==> src/rtl/reg_wb_pkg.sv <==
// reg_wb_pkg: constants and helpers shared by the writeback arbiter files.
//   REG_W    : register index width
//   DATA_W   : writeback data width
//   XZR_IDX  : zero register; writes to it are dropped at the RF port
//   port_e   : requester identity, also used for the round-robin pointer
//   reg_mask : one-hot mask of a register index (zero for XZR or when invalid)
package reg_wb_pkg;

    localparam int REG_W  = 5;
    localparam int DATA_W = 64;
    localparam logic [REG_W-1:0] XZR_IDX = 5'd31;

    typedef enum logic {
        PORT_ALU = 1'b0,
        PORT_MEM = 1'b1
    } port_e;

    function automatic logic [31:0] reg_mask(input logic [REG_W-1:0] r, input logic vld);
        reg_mask = (vld && (r != XZR_IDX)) ? (32'd1 << r) : 32'd0;
    endfunction

endpackage

==> src/rtl/reg_wb_slot.sv <==
// reg_wb_slot: single-entry valid/ready holding register for one requester.
//   clk, rst_n     : clock, synchronous active-low reset
//   in_valid_i     : requester has a write to hand over
//   in_reg_i/data_i: destination register and data of that write
//   in_young_i     : age bit to store on load (1 = the other slot holds an older entry)
//   age_clr_i      : other slot no longer holds an older entry; clear the age bit
//   grant_i        : arbiter grants this slot this cycle
//   in_ready_o     : slot can accept (empty, or draining on this edge)
//   valid_o, reg_o, data_o, young_o : stored entry
module reg_wb_slot
    import reg_wb_pkg::*;
(
    input  logic              clk,
    input  logic              rst_n,
    input  logic              in_valid_i,
    input  logic [REG_W-1:0]  in_reg_i,
    input  logic [DATA_W-1:0] in_data_i,
    input  logic              in_young_i,
    input  logic              age_clr_i,
    input  logic              grant_i,
    output logic              in_ready_o,
    output logic              valid_o,
    output logic [REG_W-1:0]  reg_o,
    output logic [DATA_W-1:0] data_o,
    output logic              young_o
);

    logic              valid_q, valid_d;
    logic [REG_W-1:0]  reg_q, reg_d;
    logic [DATA_W-1:0] data_q, data_d;
    logic              young_q, young_d;
    logic              accept;

    assign in_ready_o = !valid_q || grant_i;
    assign accept     = in_valid_i && in_ready_o;

    always_comb begin
        valid_d = valid_q;
        reg_d   = reg_q;
        data_d  = data_q;
        young_d = young_q;
        if (accept) begin
            valid_d = 1'b1;
            reg_d   = in_reg_i;
            data_d  = in_data_i;
            young_d = in_young_i;
        end else begin
            if (grant_i) begin
                valid_d = 1'b0;
            end
            if (age_clr_i) begin
                young_d = 1'b0;
            end
        end
    end

    always_ff @(posedge clk) begin
        if (!rst_n) begin
            valid_q <= 1'b0;
            reg_q   <= '0;
            data_q  <= '0;
            young_q <= 1'b0;
        end else begin
            valid_q <= valid_d;
            reg_q   <= reg_d;
            data_q  <= data_d;
            young_q <= young_d;
        end
    end

    assign valid_o = valid_q;
    assign reg_o   = reg_q;
    assign data_o  = data_q;
    assign young_o = young_q;

endmodule

==> src/rtl/reg_wb_arbiter.sv <==
// reg_wb_arbiter: merges ALU and load writebacks onto one register-file write port.
//   clk, rst_n                        : clock, synchronous active-low reset
//   alu_valid/alu_reg/alu_data/alu_ready : ALU writeback handshake
//   mem_valid/mem_reg/mem_data/mem_ready : load writeback handshake
//   REG_WRITE, write_reg, writeData   : registered register-file write port
//   pending                           : per-register mask of accepted, unretired writes
// Build option: REG_WB_SCOREBOARD_EN enables the pending scoreboard; otherwise
// pending is tied to zero.
module reg_wb_arbiter
    import reg_wb_pkg::*;
(
    input  logic              clk,
    input  logic              rst_n,
    input  logic              alu_valid,
    input  logic [REG_W-1:0]  alu_reg,
    input  logic [DATA_W-1:0] alu_data,
    output logic              alu_ready,
    input  logic              mem_valid,
    input  logic [REG_W-1:0]  mem_reg,
    input  logic [DATA_W-1:0] mem_data,
    output logic              mem_ready,
    output logic              REG_WRITE,
    output logic [REG_W-1:0]  write_reg,
    output logic [DATA_W-1:0] writeData,
    output logic [31:0]       pending
);

    logic              alu_vb, mem_vb;
    logic [REG_W-1:0]  alu_rb, mem_rb;
    logic [DATA_W-1:0] alu_db, mem_db;
    logic              alu_young, mem_young;
    logic              grant_alu, grant_mem;
    logic              alu_stays, mem_stays;

    port_e             last_q, last_d;
    logic              out_valid_q, out_valid_d;
    logic [REG_W-1:0]  out_reg_q, out_reg_d;
    logic [DATA_W-1:0] out_data_q, out_data_d;

    // An entry is "young" if it was loaded while the other slot kept an older
    // entry; once that older entry leaves (or is replaced) the age bit clears.
    assign alu_stays = alu_vb && !grant_alu;
    assign mem_stays = mem_vb && !grant_mem;

    reg_wb_slot u_alu_slot (
        .clk        (clk),
        .rst_n      (rst_n),
        .in_valid_i (alu_valid),
        .in_reg_i   (alu_reg),
        .in_data_i  (alu_data),
        .in_young_i (mem_stays),
        .age_clr_i  (!mem_stays),
        .grant_i    (grant_alu),
        .in_ready_o (alu_ready),
        .valid_o    (alu_vb),
        .reg_o      (alu_rb),
        .data_o     (alu_db),
        .young_o    (alu_young)
    );

    reg_wb_slot u_mem_slot (
        .clk        (clk),
        .rst_n      (rst_n),
        .in_valid_i (mem_valid),
        .in_reg_i   (mem_reg),
        .in_data_i  (mem_data),
        .in_young_i (alu_stays),
        .age_clr_i  (!alu_stays),
        .grant_i    (grant_mem),
        .in_ready_o (mem_ready),
        .valid_o    (mem_vb),
        .reg_o      (mem_rb),
        .data_o     (mem_db),
        .young_o    (mem_young)
    );

    // Same destination: oldest first, simultaneous arrivals go MEM first.
    // Different destinations: round-robin against the last granted port.
    always_comb begin
        grant_alu = 1'b0;
        grant_mem = 1'b0;
        if (alu_vb && mem_vb) begin
            if (alu_rb == mem_rb) begin
                grant_alu = mem_young && !alu_young;
                grant_mem = !grant_alu;
            end else if (last_q == PORT_ALU) begin
                grant_mem = 1'b1;
            end else begin
                grant_alu = 1'b1;
            end
        end else if (alu_vb) begin
            grant_alu = 1'b1;
        end else if (mem_vb) begin
            grant_mem = 1'b1;
        end
    end

    always_comb begin
        last_d      = last_q;
        out_valid_d = grant_alu || grant_mem;
        out_reg_d   = out_reg_q;
        out_data_d  = out_data_q;
        if (grant_alu) begin
            last_d     = PORT_ALU;
            out_reg_d  = alu_rb;
            out_data_d = alu_db;
        end else if (grant_mem) begin
            last_d     = PORT_MEM;
            out_reg_d  = mem_rb;
            out_data_d = mem_db;
        end
    end

    // Pointer resets to MEM so the first contended grant goes to ALU.
    always_ff @(posedge clk) begin
        if (!rst_n) begin
            last_q      <= PORT_MEM;
            out_valid_q <= 1'b0;
            out_reg_q   <= '0;
            out_data_q  <= '0;
        end else begin
            last_q      <= last_d;
            out_valid_q <= out_valid_d;
            out_reg_q   <= out_reg_d;
            out_data_q  <= out_data_d;
        end
    end

    // XZR entries still flow through the output stage but never write the RF.
    assign REG_WRITE = out_valid_q && (out_reg_q != XZR_IDX);
    assign write_reg = out_reg_q;
    assign writeData = out_data_q;

`ifdef REG_WB_SCOREBOARD_EN
    assign pending = reg_mask(alu_rb, alu_vb)
                   | reg_mask(mem_rb, mem_vb)
                   | reg_mask(out_reg_q, out_valid_q);
`else
    assign pending = 32'b0;
`endif

endmodule
==> config.mk <==
export PLATFORM = sky130hd
export DESIGN_NAME = reg_wb_arbiter
export DESIGN_NICKNAME = d
export VERILOG_FILES = /design/src/rtl/reg_wb_pkg.sv /design/src/rtl/reg_wb_slot.sv /design/src/rtl/reg_wb_arbiter.sv
export SDC_FILE = /design/constraint.sdc
export NUM_CORES = 1
export LEC_CHECK = 0
export CORE_UTILIZATION = 44
export DETAILED_ROUTE_END_ITERATION = 10
export GPL_TIMING_DRIVEN = 0
export MAX_ROUTING_LAYER = met4
export PLACE_DENSITY_LB_ADDON = 0.3
export SKIP_LAST_GASP = 1
export SYNTH_ARGS = -nofsm -noshare
export SYNTH_HDL_FRONTEND = slang
export SYNTH_HIERARCHICAL = 1
export SYNTH_SLANG_ARGS = --single-unit
export TNS_END_PERCENT = 1
==> constraint.sdc <==
create_clock -name clk -period 7 [get_ports clk]
set_clock_uncertainty 0.15 [all_clocks]
set_input_delay 1.05 -clock clk [delete_from_list [all_inputs] [get_ports clk]]
set_output_delay 1.05 -clock clk [all_outputs]
set_load 0.03 [all_outputs]
==> flow_summary.toml <==
[run_status]
run_status = "complete, no violations"

[worst_hold_path]
min-delay-path-class = "reg2reg"
hold-path-endpoint = "u_alu_slot/data_o[24]"
hold-path-cell-count = 2
critical_hold_path_startpoint = "u_alu_slot/data_o[24]"

[cells_and_area]
utilization_pct = 59.75
most_common_cell_after_layout_fill_and_taps_aside = "sky130_fd_sc_hd__nand2_1"
final_layout_size_suffix_gt1_share_pct = 8.736
final_cell_mix = "sky130_fd_sc_hd__nand2_1, sky130_fd_sc_hd__dfxtp_1, sky130_fd_sc_hd__clkdlybuf4s50_1"
filler_cell_count = 2162
area.growth.synth_to_final_pct = 31.66
num-nets-final = 1639

[yosys]
netlist_instances = 1228
netlist_area_before_placement_um2 = 10750
synthesis_stage_register_bit_count = 213
yosysWarnings = 6
yosysSeqAreaShare_pct = 39.67
synth.lib_cells_used.distinct = 41
synthesis.area_per_instance_um2 = 8.752

[worst_setup_path]
crit_fanout = 10
cpLargestDelayFamily = "simple AND/OR/NAND/NOR gates"
cp_slowest_stage_delay_ns = 0.60
timing.critical_path.buf_inv = 5
criticalPathCategory = "reg2out"
worstReg2RegEnd = "u_alu_slot/data_o[6]"
worstRegToRegCells = 13
critPathArrivalTime_ns = 3.64
setup.worst_path.end_class = "output port"
crit-reg2reg-launch = "u_alu_slot/reg_o[4]"
cp_data_required_time_ns = 5.80
slowest_stage = "sky130_fd_sc_hd__clkdlybuf4s50_1"
setup.reg_to_reg.worst_slack_ns = 3.58
critPathMostFrequentCell = "sky130_fd_sc_hd__buf_6"
cp_startpoint_kind = "flip-flop"
cp_cell_sequence = "xnor2_1, and3_1, buf_6, nand4_1, and3_1, buf_6, buf_6, buf_6, nand2b_4, clkdlybuf4s50_1"
worst_setup_path_startpoint = "u_alu_slot/reg_o[4]"

[floorplan]
floorplan.die.width_um = 158.3
die_h_um = 158.3
core_footprint_um2 = 23680
floorplan.initialDensity_pct = 45.38
fp-row-count = 56
io_pins = 246
die_area_um2 = 25060

[grt]
grtUsageTotal_pct = 25.73
grt-ovfl-total = 0
initial_antenna_violation_count = 1
grt_pass1_wl_um = 48930
first_global_vias = 9209
grt_max_degree = 13

[power_and_ir_drop]
clock_power_share_pct = 37.2
internal_power_component_mw = 2.357
comb_power_share_pct = 21.3
max-vdd-ir-drop_uv = 128.5
p_leak_nw = 5.758
power.share.switching_pct = 28.55
p_switching_mw = 0.9416
power.density_cell_area_nw_per_um2 = 233.1
power.share.sequential_pct = 41.5

[timing]
finalHoldViolCount = 0
tightest_slew_ns = 0.7448
worst_rel_slew_slack_pct = 50.35
post-route-period-util_pct = 69.21
rsz0062_at_grt = "false"
timing.setup.tns_ns = 0
final_period_minus_worst_setup_slack_ns = 4.845
report.final.slew_viol_count = 0
report.final.setup_viol = 0
max_clk_rate_ghz = 0.2064

[place]
detailed_place_hpwl_um = 22850
gp_routability_congestion = 0.8538
io_buffers = 212

[route]
drt_first_iter_violations = 636
postRouteAntennaNets = 0
drt_pre_antenna_iters = 5
drcViolationCount = 0
vias = 9658
detail_route.vias_per_cell = 5.275
routedWlPerCell_um = 17.42
finalWirelength_um = 31890

[clock_network]
cts_hold_repair.buffers = 0
tritoncts.num_buffers = 24
clock-sinks = 213
post-cts-setup-buffer-count = 0
cts_tree = "built"
insertion_delay_ns = 0.52
cts_buffer_depth = 3
clock_tree.htree_level_count = 1
clock_root_cell = "sky130_fd_sc_hd__clkbuf_16"
worst_setup_hold_path_clk_slew_ns = 0.06
cts_repair_resize_count = 0

[run]
cap_violations = 0
## stage by stage
| stage | cell area [µm²] | hold WS, ns | std cells | power, mW | worst slack [ns] |
|---|---|---|---|---|---|
| final | 14150 | 0.3199 | 1831 | 3.298 | 2.155 |
| after global routing | 14150 | 0.3279 | 1831 | 3.430 | 1.986 |
| after CTS | 14150 | 0.3173 | 1830 | 3.313 | 2.152 |
| after detailed placement | 13390 | 0.3086 | 1790 | 2.092 | 2.719 |
| after global placement | 13390 | 0.3050 | 1790 | 2.074 | 2.695 |
| after floorplan | 10860 | 0.2807 | 1259 | 1.841 | 3.957 |
## logic make-up (layout without fill, tap and decap cells)
| logic type | count (synthesis) | after routing | share of synthesized area [%] |
|---|---|---|---|
| simple gates | 305 | 305 | 11.36 |
| buf+inv | 213 | 465 | 11.50 |
| compound gates | 352 | 352 | 24.07 |
| xor+xnor | 5 | 5 | 0.4075 |
| mux | 139 | 139 | 12.95 |
| flops | 213 | 213 | 39.67 |
| other cells | 1 | 33 | 0.03489 |
## layer usage
| layer | global-route usage, % | share of wire [%] |
|---|---|---|
| met4 | 7.326 | 2.5 |
| met2 | 42.17 | 47 |
| met3 | 3.076 | 5.4 |
| met1 | 33.35 | 45 |
| met5 | - | 0 |
## layout make-up
| type | count | area (µm²) | share of cell area (%) |
|---|---|---|---|
| Antenna cell | 1 | 2.502 | 0.01768 |
| Buffer | 140 | 962.2 | 6.799 |
| Clock buffer | 38 | 724.4 | 5.119 |
| Clock inverter | 2 | 38.79 | 0.2741 |
| Inverter | 73 | 274.0 | 1.936 |
| Multi-Input combinational cell | 833 | 5364 | 37.90 |
| Sequential cell | 213 | 4264 | 30.13 |
| Tap cell | 319 | 399.1 | 2.821 |
| Timing Repair Buffer | 212 | 2122 | 15.00 |
## worst max-delay path by stage
| stage | depth (start not counted) | slack, ns | endpoint |
|---|---|---|---|
| floorplan | 9 | 3.96 | alu_ready |
| global placement | 10 | 2.70 | alu_ready |
| detailed placement | 10 | 2.72 | alu_ready |
| CTS | 10 | 2.15 | alu_ready |
| global route | 10 | 1.99 | alu_ready |
| finish | 10 | 2.16 | alu_ready |
## power by group through the flow
stage | logic (mW) | clock network (mW) | registers, mW
floorplan | 0.429 | 0 | 1.41
global placement | 0.683 | 0 | 1.39
detailed placement | 0.698 | 0 | 1.39
CTS | 0.702 | 1.24 | 1.37
global route | 0.758 | 1.29 | 1.38
finish | 0.702 | 1.23 | 1.37
## Yosys cell counts
cell type | n | share of area [%]
sky130_fd_sc_hd__and2_4 | 2 | 0.16
sky130_fd_sc_hd__a2111oi_4 | 1 | 0.26
sky130_fd_sc_hd__xnor2_1 | 3 | 0.24
sky130_fd_sc_hd__a31oi_1 | 1 | 0.058
sky130_fd_sc_hd__buf_2 | 9 | 0.42
sky130_fd_sc_hd__and2_1 | 1 | 0.058
sky130_fd_sc_hd__nand2b_4 | 2 | 0.26
sky130_fd_sc_hd__nand3_1 | 2 | 0.093
sky130_fd_sc_hd__buf_1 | 1 | 0.035
sky130_fd_sc_hd__a211o_1 | 2 | 0.16
sky130_fd_sc_hd__nand2b_1 | 1 | 0.058
sky130_fd_sc_hd__dfxtp_1 | 213 | 40
sky130_fd_sc_hd__o21a_1 | 1 | 0.070
sky130_fd_sc_hd__a2111oi_1 | 2 | 0.19
sky130_fd_sc_hd__mux2i_1 | 139 | 13
sky130_fd_sc_hd__inv_1 | 72 | 2.5
sky130_fd_sc_hd__nand2_1 | 282 | 9.8
sky130_fd_sc_hd__buf_6 | 4 | 0.42
sky130_fd_sc_hd__a211oi_1 | 69 | 4.8
sky130_fd_sc_hd__conb_1 | 1 | 0.035
sky130_fd_sc_hd__a2111oi_2 | 29 | 4.1
sky130_fd_sc_hd__a2111oi_0 | 37 | 3.0
sky130_fd_sc_hd__and3_1 | 3 | 0.17
sky130_fd_sc_hd__clkinv_1 | 1 | 0.035
sky130_fd_sc_hd__o21ai_0 | 68 | 3.2
sky130_fd_sc_hd__nor2_1 | 3 | 0.10
sky130_fd_sc_hd__a21o_1 | 68 | 4.7
sky130_fd_sc_hd__o21ba_2 | 1 | 0.093
sky130_fd_sc_hd__and4b_1 | 1 | 0.093
sky130_fd_sc_hd__nand3b_1 | 2 | 0.14
sky130_fd_sc_hd__xor2_1 | 2 | 0.16
sky130_fd_sc_hd__a21oi_1 | 69 | 3.2
sky130_fd_sc_hd__buf_12 | 16 | 3.0
sky130_fd_sc_hd__nor4b_1 | 1 | 0.082
sky130_fd_sc_hd__nand4_1 | 3 | 0.17
sky130_fd_sc_hd__nor2b_1 | 1 | 0.058
sky130_fd_sc_hd__a21boi_0 | 2 | 0.14
sky130_fd_sc_hd__o21ai_1 | 2 | 0.093
sky130_fd_sc_hd__buf_4 | 36 | 2.5
sky130_fd_sc_hd__clkbuf_1 | 74 | 2.6
sky130_fd_sc_hd__nor4_1 | 1 | 0.058
## worst min-delay path, cell delays in order (launching register included)
cell	delay, ns
sky130_fd_sc_hd__dfxtp_1	0.31
sky130_fd_sc_hd__nand2_1	0.06
sky130_fd_sc_hd__mux2i_1	0.05
Note: power is estimated with default switching activity, not from simulation.
